## src/rtl/uart_rx_pkg.sv

```systemverilog
`timescale 1ns/1ps
`default_nettype none
// uart_rx_pkg: shared types and constants for the UART receive frame controller.
// Rev 1.0
package uart_rx_pkg;

  typedef enum logic [2:0] {
    ST_IDLE   = 3'd0,
    ST_START  = 3'd1,
    ST_DATA   = 3'd2,
    ST_PARITY = 3'd3,
    ST_STOP   = 3'd4
  } rx_state_e;

  localparam logic PAR_EVEN = 1'b0;
  localparam logic PAR_ODD  = 1'b1;

  localparam int PRESCALE_8  = 8;
  localparam int PRESCALE_16 = 16;

  function automatic logic majority3(input logic [2:0] s);
    return (s[0] & s[1]) | (s[0] & s[2]) | (s[1] & s[2]);
  endfunction

endpackage
`default_nettype wire

```

## src/rtl/uart_rx_bit_sampler.sv

```systemverilog
`timescale 1ns/1ps
`default_nettype none
// uart_rx_bit_sampler: 3-point majority voter around the bit centre.
// Rev 1.0
module uart_rx_bit_sampler
  import uart_rx_pkg::*;
#(
  parameter int PRESC_W = 5
) (
  input  logic               clk_i,
  input  logic               rst_i,
  input  logic               rx_in_i,
  input  logic [PRESC_W-1:0] edge_count_i,
  input  logic [PRESC_W-1:0] prescale_i,
  output logic               rx_bit_o,
  output logic               bit_vld_o
);

  localparam logic [PRESC_W-1:0] C_ONE = PRESC_W'(1);
  localparam logic [PRESC_W-1:0] C_TWO = PRESC_W'(2);

  logic [PRESC_W-1:0] w_half;
  logic [2:0]         samples_q;
  logic [2:0]         samples_d;

  assign w_half = prescale_i >> 1;

  always_comb begin
    samples_d = samples_q;
    if (edge_count_i == (w_half - C_ONE)) samples_d[0] = rx_in_i;
    if (edge_count_i == w_half)           samples_d[1] = rx_in_i;
    if (edge_count_i == (w_half + C_ONE)) samples_d[2] = rx_in_i;
  end

  always_ff @(posedge clk_i or negedge rst_i) begin
    if (!rst_i) begin
      samples_q <= 3'b000;
    end else begin
      samples_q <= samples_d;
    end
  end

  // All three captures are registered by the time the count reaches H+2.
  assign rx_bit_o  = majority3(samples_q);
  assign bit_vld_o = (edge_count_i == (w_half + C_TWO));

endmodule
`default_nettype wire

```

## src/rtl/uart_rx_fsm.sv

```systemverilog
`timescale 1ns/1ps
`default_nettype none
// uart_rx_fsm: UART receive frame controller (start detect, deserialize, parity/stop check).
// Rev 1.0
module uart_rx_fsm
  import uart_rx_pkg::*;
#(
  parameter int DATA_WIDTH = 8,
  parameter int PRESC_W    = 5
) (
  input  logic                  CLK,
  input  logic                  RST,
  input  logic                  RX_IN,
  input  logic                  PAR_EN,
  input  logic                  PAR_TYP,
  input  logic [PRESC_W-1:0]    PRESCALE,
  input  logic [PRESC_W-1:0]    EDGE_COUNT,
  input  logic [3:0]            BIT_COUNT,
  output logic                  COUNTER_EN,
  output logic [DATA_WIDTH-1:0] P_DATA,
  output logic                  DATA_VALID,
  output logic                  PAR_ERR,
  output logic                  STP_ERR,
  output logic                  BUSY
);

  localparam logic [3:0] LAST_DATA_BIT = 4'(DATA_WIDTH + 1);

  rx_state_e             state_q;
  logic [DATA_WIDTH-1:0] shift_q;
  logic [DATA_WIDTH-1:0] shift_d;
  logic [DATA_WIDTH-1:0] p_data_q;
  logic                  cfg_par_en_q;
  logic                  cfg_par_typ_q;
  logic                  counter_en_q;
  logic                  data_valid_q;
  logic                  par_err_q;
  logic                  stp_err_q;
  logic                  busy_q;

  logic                  w_bit;
  logic                  w_bit_vld;
  logic                  w_bit_end;
  logic                  w_par_bad;

  uart_rx_bit_sampler #(
    .PRESC_W (PRESC_W)
  ) u_sampler (
    .clk_i        (CLK),
    .rst_i        (RST),
    .rx_in_i      (RX_IN),
    .edge_count_i (EDGE_COUNT),
    .prescale_i   (PRESCALE),
    .rx_bit_o     (w_bit),
    .bit_vld_o    (w_bit_vld)
  );

  assign w_bit_end = (EDGE_COUNT == PRESCALE);
  assign shift_d   = {w_bit, shift_q[DATA_WIDTH-1:1]};
  assign w_par_bad = ((^shift_q) ^ cfg_par_typ_q) != w_bit;

  always_ff @(posedge CLK or negedge RST) begin
    if (!RST) begin
      state_q       <= ST_IDLE;
      shift_q       <= '0;
      p_data_q      <= '0;
      cfg_par_en_q  <= 1'b0;
      cfg_par_typ_q <= 1'b0;
      counter_en_q  <= 1'b0;
      data_valid_q  <= 1'b0;
      par_err_q     <= 1'b0;
      stp_err_q     <= 1'b0;
      busy_q        <= 1'b0;
    end else begin
      data_valid_q <= 1'b0;
      case (state_q)
        ST_IDLE: begin
          if (!RX_IN) begin
            state_q       <= ST_START;
            cfg_par_en_q  <= PAR_EN;
            cfg_par_typ_q <= PAR_TYP;
            par_err_q     <= 1'b0;
            stp_err_q     <= 1'b0;
            counter_en_q  <= 1'b1;
            busy_q        <= 1'b1;
          end
        end
        ST_START: begin
          if (w_bit_vld && w_bit) begin
            state_q      <= ST_IDLE;
            counter_en_q <= 1'b0;
            busy_q       <= 1'b0;
          end else if (w_bit_end) begin
            state_q <= ST_DATA;
          end
        end
        ST_DATA: begin
          if (w_bit_vld) begin
            shift_q <= shift_d;
          end
          if (w_bit_end && (BIT_COUNT == LAST_DATA_BIT)) begin
            state_q <= cfg_par_en_q ? ST_PARITY : ST_STOP;
          end
        end
        ST_PARITY: begin
          if (w_bit_vld) begin
            par_err_q <= w_par_bad;
          end
          if (w_bit_end) begin
            state_q <= ST_STOP;
          end
        end
        ST_STOP: begin
          // Leave at mid-stop so a back-to-back start edge is seen from IDLE.
          if (w_bit_vld) begin
            stp_err_q <= ~w_bit;
            if (w_bit && !par_err_q) begin
              p_data_q     <= shift_q;
              data_valid_q <= 1'b1;
            end
            state_q      <= ST_IDLE;
            counter_en_q <= 1'b0;
            busy_q       <= 1'b0;
          end
        end
        default: begin
          state_q      <= ST_IDLE;
          counter_en_q <= 1'b0;
          busy_q       <= 1'b0;
        end
      endcase
    end
  end

  assign COUNTER_EN = counter_en_q;
  assign P_DATA     = p_data_q;
  assign DATA_VALID = data_valid_q;
  assign PAR_ERR    = par_err_q;
  assign STP_ERR    = stp_err_q;
  assign BUSY       = busy_q;

endmodule
`default_nettype wire

```

## config.mk

```make
export PLATFORM = sky130hd
export DESIGN_NAME = uart_rx_fsm
export DESIGN_NICKNAME = d
export VERILOG_FILES = /design/src/rtl/uart_rx_pkg.sv /design/src/rtl/uart_rx_bit_sampler.sv /design/src/rtl/uart_rx_fsm.sv
export SDC_FILE = /design/constraint.sdc
export NUM_CORES = 1
export LEC_CHECK = 0
export BUFFER_PORTS_ARGS = -buffer_cell sky130_fd_sc_hd__buf_2
export CAP_MARGIN = 5
export CORE_ASPECT_RATIO = 1.4
export CORE_UTILIZATION = 51
export DETAILED_ROUTE_END_ITERATION = 16
export HOLD_SLACK_MARGIN = 0.02
export PLACE_DENSITY = 0.74
export SLEW_MARGIN = 10
export SYNTH_ARGS = -nofsm -noshare
export SYNTH_HDL_FRONTEND = slang
export SYNTH_SLANG_ARGS = --single-unit
```

## constraint.sdc

```tcl
create_clock -name CLK -period 4.7 [get_ports CLK]
set_input_delay 0.705 -clock CLK [delete_from_list [all_inputs] [get_ports CLK]]
set_output_delay 0.705 -clock CLK [all_outputs]
set_load 0.1 [all_outputs]
```

Word-level counts from Yosys, hierarchy flattened:

Cells that the tools add are included.
W data, S select, Z words.

* input port bits: 19
* word-level logic and storage cells: 78
* register bits after elaboration: 28
* output and inout port bits: 13

* bitwise gates (word level): 9
* $add $sub $neg: 3
* mux-type cells: 20
* equality and inequality tests: 18
* reductions and logical operators: 16

Operators by type and width (count)
* $mux W3: 7
* $eq A5 B5 Y1: 4
* $pmux W3 S5: 1
* $ne A2 B2 Y1 const B: 6
* $mux W1: 9
* $reduce_and A3 Y1: 3
* $reduce_xor A8 Y1: 1
* $eq A3 B2 Y1 const B: 2
* $add A4 B1 Y5 const B: 1
* $add A4 B2 Y5 const B: 1
* $eq A5 B4 Y1: 1
* $reduce_and A5 Y1: 1
* $sub A4 B1 Y5 const B: 1
* $eq A4 B4 Y1 const B: 1
* $pmux W1 S2: 2
* $pmux W1 S4: 1
* $reduce_and A2 Y1: 2
* $reduce_and A4 Y1: 1
* $reduce_bool A2 Y1: 2
* $and A1 B1 Y1: 3
* $eq A3 B1 Y1 const B: 1
* $eq A3 B3 Y1 const B: 1
* $logic_and A1 B1 Y1: 3
* $logic_not A3 Y1: 1
* 7 further kinds: 10

Longest topological paths before layout:

Gate-level depths: netlist (run 1).

* word-level depth: 7
* depth in mapped cells: 9
* depth with buffers taken out: 7

Hierarchy:

From an unflattened synthesis (run 1), not the netlist that was laid out.

* cell total of the unflattened synthesis: 151
* area total of the unflattened synthesis: 1778.0 um2

By module, submodules not included
* uart_rx_fsm: times used 1, cells each 98, seq. area each 625.6 um2, area each 1306.3 um2
* uart_rx_bit_sampler: times used 1, cells each 53, seq. area each 75.1 um2, area each 471.7 um2

Least setup slack after synthesis (run 1):

No wires, ideal clock.

* path kind: input to register
* from: input PRESCALE[3]
* to: register p_data_q[0] (netlist: P_DATA[0])
* setup time: 0.125 ns
* path buffers: 2
* setup slack: 1.772 ns
* arrival time: 2.802 ns
* data required time: 4.575 ns
* stages: 9
* cell sequence: clkbuf_1 inv_1 ha_1 xor2_1 nor4_4 nand3_2 or3_1 buf_6 mux2_4

* word-level cells in the longest chain between the ends: 3

Ends and longest elaborated chain
* start: declaration: line uart_rx_fsm.sv:16 `input logic [PRESC_W-1:0] PRESCALE,`
* $add A4 B2 Y5: line uart_rx_bit_sampler.sv:45 `assign bit_vld_o = (edge_count_i == (w_half + C_TWO));`
* $eq A5 B5 Y1: line uart_rx_bit_sampler.sv:45
* $reduce_and A3 Y1 (no line)
* end signal: assignment: line uart_rx_fsm.sv:118 `p_data_q <= shift_q;`
* end: declaration: line uart_rx_fsm.sv:32 `logic [DATA_WIDTH-1:0] p_data_q;`

Every way passes these cells.
A chain may end at the register's enable or synchronous reset.

Final worst setup path (run 1):

* from: input PRESCALE[3]
* to: register p_data_q[3] (netlist: P_DATA[3])

The elaborated chain is that of the path after synthesis.

==> impl_metrics.ini, run 1 <==
[global_route]
gr-usage-all-layers_pct = 19.7
grt_max_degree = 29
overflow = 0
grt_pass1_vias = 1290
grt_first_pass_wirelength_um = 5580
antenna_found_initial = 0

[power]
power_uw = 839
leakagePower_uw = 0.000990
peakVddDrop_mv = 0.241
power_density_nw_per_um2 = 416

[critical_path]
path_max_fanout = 12
slowest_stage = or3_1
cp-start-kind = input port
required_ns = 4.85
path_delay_family = simple AND/OR/NAND/NOR gates
arrival_ns = 2.98
ff2ff_path_depth = 4
crit_path_end_kind = flop
cp_num_buf_inv = 2
critical_path_class = in2reg
worstPathCellList = buf_2, inv_1, ha_1, xor2_1, nor4_4, nand3_2, or3_1, mux2_4
critPathMaxStageDelay_ns = 0.59
cp.depth = 8

[layout]
drive_above_1_share_pct = 32.3
layout_commonest_cell = buf_2
diodes = 0
num-nets-final = 217
layout_common_cells = buf_2 (31), dfrtp_1 (28), xnor2_1 (18), mux2_2 (15), nor2_1 (11)
final-seq-area_um2 = 701
stdcell_count = 232
multi_input_area_um2 = 1010
fillers = 269
area.growth.synth_to_final_pct = 12.9

[clocking]
cts_resized = 0
cts_made_buffers = 3
cts_tree = done
clock_latency_ns = 0.26
clockRootBuffer = clkbuf_8
htree_levels = 1
clock_path_buffers = 2
clk_pin_slew_ns = 0.09
hold_buffers = 0
post_cts_buffers = 0
clock-sinks = 28

[drt]
vias = 1285
routed_wl_um = 3220
wl_per_cell_um = 13.9
final_antenna_net_count = 0
top_layer = met4
m1WireLength_um = 1280
viasPerCell = 5.54
drc_errors = 2
detailedRoute.firstIterationViolations = 31
detail_route.first_pass.iterations = 10
wl_met2_um = 1790
wl_met3_um = 113

[placed_design]
gp_congestion = 0.842
place_inst = 228
portBuffers = 31
dp_hpwl_um = 2660
dp_worst_setup_slack_ns = 1.59

[sta]
rsz0062_at_grt = no
max_freq_mhz = 354
fin_setup_tns_ns = 0
finalClockSkew_ns = 0.00216
report.final.slew_viol_count = 0
worst_slack_ns = 1.88
hold_ws_ns = 0.431
setup-violations-final = 0
fin_crit_sh_pct = 60.1
hold_violations = 0
worst_pin_slew_ns = 0.756
timing.final.crit_period_ns = 2.82
slew_headroom_pct = 49.1

[die]
io_pins = 32
dieWidth_um = 52.0
fp.coreArea_um2 = 3350
initial_core_util_pct = 53.4
dieHeight_um = 72.1
fp.dieArea_um2 = 3750
rows = 25

[synthesis]
ys_warn_count = 0
ys.flop_type = dfrtp_1
synth-async-reset-ratio_pct = 100
syn-mean-instance-area_um2 = 10.9
syn_area_um2 = 1790
yosysSeqAreaShare_pct = 39.2
ys_types = 43
ys_ff_latch = 28
synth_edf_count = 0
syn_inst = 164
syn_nets = 188

[status]
violations = design-rule violations
status = finished with violations

[worst_hold_path]
worstHoldPathType = in2async

[job]
cap_violations = 0
synth_stat cells (2+ instances only):
master,n,area [um^2]
inv_1,8,30.0
buf_6,2,22.5
mux2_4,8,120
o211ai_1,2,15.0
ha_1,5,62.6
xnor2_1,18,158
nor2_1,11,41.3
xor2_1,7,61.3
o21bai_1,2,15.0
o21ai_0,2,10.0
mux2_2,15,169
nand2b_1,4,25.0
a31oi_1,3,18.8
nor4_1,3,18.8
clkbuf_1,3,11.3
nand3_1,4,20.0
dfrtp_1,28,701
or3_1,3,18.8
nand2_1,7,26.3
nor3_1,3,15.0
a21oi_1,3,15.0
nand4_1,2,12.5
kinds of logic after synthesis:
| family | Yosys count | share of synthesized area, % |
|---|---|---|
| AND/OR/NAND/NOR | 47 | 15.3 |
| AO/OA/AOI/OAI | 18 | 6.79 |
| multiplexers | 24 | 16.7 |
| buffers and inverters | 15 | 4.27 |
| XOR/XNOR | 26 | 13.6 |
| adder cells (fa/ha/maj) | 6 | 4.06 |
| flip-flops | 28 | 39.2 |
where the power goes:
group | total (uW) | internal [uW] | switching [uW]
Clock | 182 | 114 | 67.8
Combinational | 333 | 122 | 211
Sequential | 324 | 282 | 42.3
Total | 839 | 518 | 321
metrics by stage:
step,instance area (um^2),util [%]
4_1_cts,2020,60.3
2_1_floorplan,1790,-
3_5_place_dp,1950,58.2
5_1_grt,2020,60.3
3_3_place_gp,1950,58.2
6_report,2020,60.3
state kept, by name, indices dropped and copies added, names as in the netlist, 3 cells and up:
name	flops
P_DATA	8
shift_q	8
state_q	3
u_sampler.samples_q	3
routing by layer:
layer  up-vias  track usage (%)
met2        30             37.3
met3         2             2.52
li1        640                -
met1       613             21.5
met4         0             7.21
met5         -                0
area by class of cell:
| type | instances | share of cell area [%] |
|---|---|---|
| multi-input cells | 121 | 50.1 |
| clock buffers | 3 | 2.05 |
| clock inverters | 1 | 1.49 |
| inverters | 8 | 1.49 |
| flip-flops and latches | 28 | 34.7 |
| repair buffers | 31 | 7.69 |
| well taps | 40 | 2.48 |
final timing paths:
kind | start | endpoint | slack [ns]
min reg2reg | STP_ERR | STP_ERR | 0.51
max | PRESCALE[3] | P_DATA[3] | 1.88
max reg2reg | u_sampler.samples_q[2] | P_DATA[3] | 2.83
min | RST | P_DATA[5] | 0.43
min in group CLK | STP_ERR | STP_ERR | 0.51
max in group asynchronous | RST | PAR_ERR | 3.89
Note: power is estimated with default switching activity, not from simulation.
==> run 2: changes to the inputs <==
--- a/config.mk
+++ b/config.mk
@@ -5,6 +5,7 @@
 export SDC_FILE = /design/constraint.sdc
 export NUM_CORES = 1
 export LEC_CHECK = 0
+export ABC_AREA = 1
 export BUFFER_PORTS_ARGS = -buffer_cell sky130_fd_sc_hd__buf_2
 export CAP_MARGIN = 5
 export CORE_ASPECT_RATIO = 1.4
==> constraint.sdc (replaced) <==
create_clock -name CLK -period 2.7 [get_ports CLK]
set_input_delay 0.405 -clock CLK [delete_from_list [all_inputs] [get_ports CLK]]
set_output_delay 0.405 -clock CLK [all_outputs]
set_load 0.1 [all_outputs]
==> impl_metrics.ini, run 2 <==
[clocking]
clock_latency_ns = 0.28
cts_tree = done
hold_buffers = 0
post_cts_buffers = 0
htree_levels = 1
clock-sinks = 28
cts_made_buffers = 3
clock_path_buffers = 2
cts_resized = 0
clk_pin_slew_ns = 0.09
clockRootBuffer = clkbuf_8

[layout]
area.growth.synth_to_final_pct = 12.8
fillers = 316
layout_common_cells = nand2_1 (69), inv_1 (37), buf_2 (31), dfrtp_1 (28), nor2_1 (14)
diodes = 0
postLayoutCoreUtil_pct = 60.3
multi_input_area_um2 = 925
layout_commonest_cell = nand2_1
num-nets-final = 292
drive_above_1_share_pct = 22.8
final-seq-area_um2 = 701

[sta]
fin_crit_sh_pct = 62.7
setup-violations-final = 0
report.final.slew_viol_count = 0
max_freq_mhz = 591
fin_setup_tns_ns = 0
hold_violations = 0
rsz0062_at_grt = no
finalClockSkew_ns = 0.00219
worst_pin_slew_ns = 0.605
slew_headroom_pct = 59.6
timing.final.crit_period_ns = 1.69

[die]
io_pins = 32
initial_core_util_pct = 53.4
rows = 25
dieHeight_um = 72.4
fp.coreArea_um2 = 3380
fp.dieArea_um2 = 3790
dieWidth_um = 52.3

[power]
peakVddDrop_mv = 0.552
power_density_nw_per_um2 = 686
leakagePower_uw = 0.00109

[global_route]
gr-usage-all-layers_pct = 18.5
overflow = 0
grt_max_degree = 29
grt_first_pass_wirelength_um = 5310
antenna_found_initial = 0
grt_pass1_vias = 1318

[status]
status = finished clean

[synthesis]
synth_most_common_cell = nand2_1
syn_inst = 235
syn_nets = 259
syn_area_um2 = 1810
ys_ff_latch = 28
synth_edf_count = 0
synth_area_leaders = dfrtp_1 (39%), nand2_1 (14%), inv_1 (7.7%)
ys_types = 27
synth_top_area_share_pct = 38.8
syn-mean-instance-area_um2 = 7.68
synth-async-reset-ratio_pct = 100
synth_common_cells = nand2_1 (69), inv_1 (37), dfrtp_1 (28), nor2_1 (14)
yosysTopAreaCell = dfrtp_1
ys.flop_type = dfrtp_1
ys_warn_count = 0
yosysSeqAreaShare_pct = 38.8

[drt]
drc_errors = 0
detail_route.first_pass.iterations = 4
routed_wl_um = 3120
viasPerCell = 4.80
wl_per_cell_um = 10.2
final_antenna_net_count = 0
detailedRoute.firstIterationViolations = 43
vias = 1475

[critical_path]
required_ns = 2.87
cp-start-kind = input port
critical_path_class = in2reg
crit_path_end_kind = flop
arrival_ns = 1.87
path_max_fanout = 16

[job]
cap_violations = 0

[placed_design]
portBuffers = 31
dp_hpwl_um = 2460
gp_congestion = 0.864

[worst_hold_path]
worstHoldPathType = in2async
run 2: path summary, 6_finish.rpt:
path                                  start      endpoint  slack, ns  depth (start not counted)
worst max-delay path            PRESCALE[3]     P_DATA[2]       1.01                         10
worst min-delay path                    RST    DATA_VALID       0.12                          1
worst max register to register   state_q[2]    shift_q[0]       1.14                          5
worst min register to register    P_DATA[4]     P_DATA[4]       0.48                          2
max in group asynchronous               RST    shift_q[0]       2.18                          1
min in group CLK                     PAR_EN  cfg_par_en_q       0.32                          3
run 2: power by group:
group / switching, uW / internal, uW / total (uW)
combinational: 433 / 169 / 602
sequential: 45.3 / 487 / 532
clock: 132 / 131 / 263
total: 610 / 786 / 1400
run 2: metal layers:
metal / track usage [%] / up-vias / wire, um / part of all wire [%]
li1: - / 789 / - / -
met2: 31.1 / 38 / 1510 / 48
met5: 0 / - / 0 / 0
met3: 1.68 / 9 / 103 / 3.3
met1: 22.2 / 639 / 1400 / 45
met4: 10.8 / 0 / 105 / 3.4
run 2: final cells by class:
| type | instances | area share, % |
|---|---|---|
| multi-input combinational | 164 | 45.4 |
| sequential | 28 | 34.4 |
| timing repair buffer | 31 | 7.62 |
| inverter | 40 | 7.38 |
| clock buffer | 4 | 2.70 |
| tap | 40 | 2.46 |
run 2: critical path, cell delays in order:
cell and delay [ns]:
buf_2 0.15, inv_1 0.10, ha_1 0.28, xor2_1 0.17, nor2_4 0.16, nand4_2 0.12, inv_2 0.09, nand3_4 0.19
nand2_1 0.14, o21ai_2 0.06
run 2: cells by family after synthesis:
kind of cell / count (synthesis) / share of synthesized area [%]
xor gates and xnor gates: 15 / 7.28
DFF: 28 / 38.8
adders and majority gates: 5 / 3.47
AOI/OAI and AO/OA: 29 / 10.7
and+or+nand+nor: 115 / 29.8
buffers and inverters: 43 / 9.98
run 2: through the flow:
stage	cells	cell area [um^2]	total power, uW	hold slack (ns)	setup slack (ns)
6_report	307	2040	1400	0.123	1.01
5_1_grt	307	2040	1510	0.169	0.884
4_1_cts	307	2040	1410	0.147	0.994
3_5_place_dp	303	1980	1150	0.459	0.693
3_3_place_gp	303	1980	1140	0.452	0.727
2_1_floorplan	235	1810	1040	0.109	0.960
==> run 3: changes to the inputs <==
--- a/config.mk
+++ b/config.mk
@@ -5,14 +5,14 @@
 export SDC_FILE = /design/constraint.sdc
 export NUM_CORES = 1
 export LEC_CHECK = 0
-export ABC_AREA = 1
+export ABC_AREA = 0
 export BUFFER_PORTS_ARGS = -buffer_cell sky130_fd_sc_hd__buf_2
 export CAP_MARGIN = 5
 export CORE_ASPECT_RATIO = 1.4
-export CORE_UTILIZATION = 51
+export CORE_UTILIZATION = 50
 export DETAILED_ROUTE_END_ITERATION = 16
 export HOLD_SLACK_MARGIN = 0.02
-export PLACE_DENSITY = 0.74
+export PLACE_DENSITY = 0.76
 export SLEW_MARGIN = 10
 export SYNTH_ARGS = -nofsm -noshare
 export SYNTH_HDL_FRONTEND = slang
==> constraint.sdc (replaced) <==
create_clock -name CLK -period 1.4 [get_ports CLK]
set_input_delay 0.21 -clock CLK [delete_from_list [all_inputs] [get_ports CLK]]
set_output_delay 0.21 -clock CLK [all_outputs]
set_load 0.1 [all_outputs]
==> impl_metrics.ini, run 3 (synthesis results as in run 1) <==
[sta]
worst_pin_slew_ns = 0.603
slew_headroom_pct = 59.8
finalClockSkew_ns = 0.00394
max_freq_mhz = 536
setup-violations-final = 27
report.final.slew_viol_count = 0
timing.final.crit_period_ns = 1.87
hold_violations = 0
worst_slack_ns = -0.465
rsz0062_at_grt = yes
fin_crit_sh_pct = 133

[clocking]
clk_pin_slew_ns = 0.09
clock_latency_ns = 0.28
htree_levels = 1
clock_path_buffers = 2
cts_tree = done
clock-sinks = 28
clockRootBuffer = clkbuf_8
cts_made_buffers = 3

[power]
leakagePower_uw = 0.00129
power_uw = 3500
peakVddDrop_mv = 1.58
power_density_nw_per_um2 = 1290

[die]
dieHeight_um = 72.8
initial_core_util_pct = 52.4
io_pins = 32
rows = 25
fp.dieArea_um2 = 3820
dieWidth_um = 52.5
fp.coreArea_um2 = 3410

[critical_path]
crit_path_end_kind = flop
cp-start-kind = input port
path_max_fanout = 5
ff2ff_path_depth = 7
critPathMaxStageDelay_ns = 0.46
slowest_stage = xor3_2
worstPathCellList = buf_6, xor3_2, nor4_4, nand3_2, or3_4, buf_8, mux2_4
arrival_ns = 2.03
required_ns = 1.57
critical_path_class = in2reg

[job]
cap_violations = 0

[global_route]
grt_max_degree = 29
overflow = 0
grt_pass1_vias = 1606
gr-usage-all-layers_pct = 28.0
grt_first_pass_wirelength_um = 7630
antenna_found_initial = 0

[layout]
drive_above_1_share_pct = 58.2
postLayoutCoreUtil_pct = 79.3
area.growth.synth_to_final_pct = 51.2
layout_commonest_cell = buf_4
diodes = 0
final_area_um2 = 2700
layout_common_cells = buf_4 (38), dfrtp_1 (27), buf_2 (25), xnor2_1 (17), mux2_4 (13)
stdcell_count = 279
num-nets-final = 264

[placed_design]
place_area_um2 = 2300
gp_congestion = 0.814
dp_hpwl_um = 3380
place_inst = 267
portBuffers = 31

[status]
violations = negative setup slack
status = finished with violations

[drt]
detailedRoute.firstIterationViolations = 29
final_antenna_net_count = 0
drc_errors = 0
viasPerCell = 5.64
routed_wl_um = 5050
wl_per_cell_um = 18.1
detail_route.first_pass.iterations = 4
vias = 1573

[worst_hold_path]
hold_depth = 2
worstHoldPathType = in2reg
[run 3: cell count changes in the layout (fill, tap and decap cells not counted), sizes merged, moves of 10 or more]
cell   delta
xnor2    +10
nand2    -70
buf      +45
inv      -32
o21ai    -22
mux2     +23
[run 3: path summary, 6_finish.rpt]
check,startpoint,end,slack [ns]
setup / recovery,EDGE_COUNT[3],P_DATA[0],-0.47
hold / removal,PAR_EN,cfg_par_en_q,0.17
setup reg to reg,u_sampler.samples_q[2],BUSY,-0.33
hold reg to reg,STP_ERR,STP_ERR,0.52
max in group asynchronous,RST,BUSY,0.52
min in group asynchronous,RST,STP_ERR,0.46
[run 3: timing repair]
item | CTS | global route
hold endpoints to repair | 28 | 0
resized for setup | 38 | 19
gates cloned | 1 | 0
pin swaps | 13 | 9
setup endpoints to repair | 27 | 29
buffers inserted | 5 | 2
hold buffers | 1 | 0
[run 3: through the flow]
step	worst slack [ns]	setup TNS, ns	hold WS, ns
2_1_floorplan	-0.678	-11.85	-0.0856
6_report	-0.465	-8.03	0.165
3_3_place_gp	-0.856	-18.59	0.233
4_1_cts	-0.618	-9.62	0.161
3_5_place_dp	-0.938	-20.17	0.249
5_1_grt	-0.510	-9.24	0.172
[run 3: layout make-up]
class | instances | area [um^2]
Clock buffer | 3 | 41.3
Inverter | 8 | 35.0
Fill cell | 205 | 706
Multi-Input combinational cell | 121 | 1250
Clock inverter | 1 | 30.0
Timing Repair Buffer | 78 | 594
Tap cell | 40 | 50.0
Sequential cell | 28 | 702
[run 3: where the power goes]
part / leakage, uW / internal, uW / switching (uW)
Sequential: 0.000373 / 950 / 114
Clock: 0.0000357 / 383 / 252
Combinational: 0.000882 / 790 / 1010
[run 3: critical path, delay by kind of cell]
| family | cells | cell delay, ns |
|---|---|---|
| AND/OR/NAND/NOR | 3 | 0.85 |
| XOR/XNOR | 1 | 0.46 |
| multiplexers | 1 | 0.29 |
| buffers and inverters | 2 | 0.22 |
[run 3: metal layers]
metal | GRT usage [%] | part of all wire (%)
met1 | 29.0 | 37
met4 | 15.8 | 3.2
met3 | 4.38 | 3.5
met5 | 0 | 0
met2 | 51.3 | 57
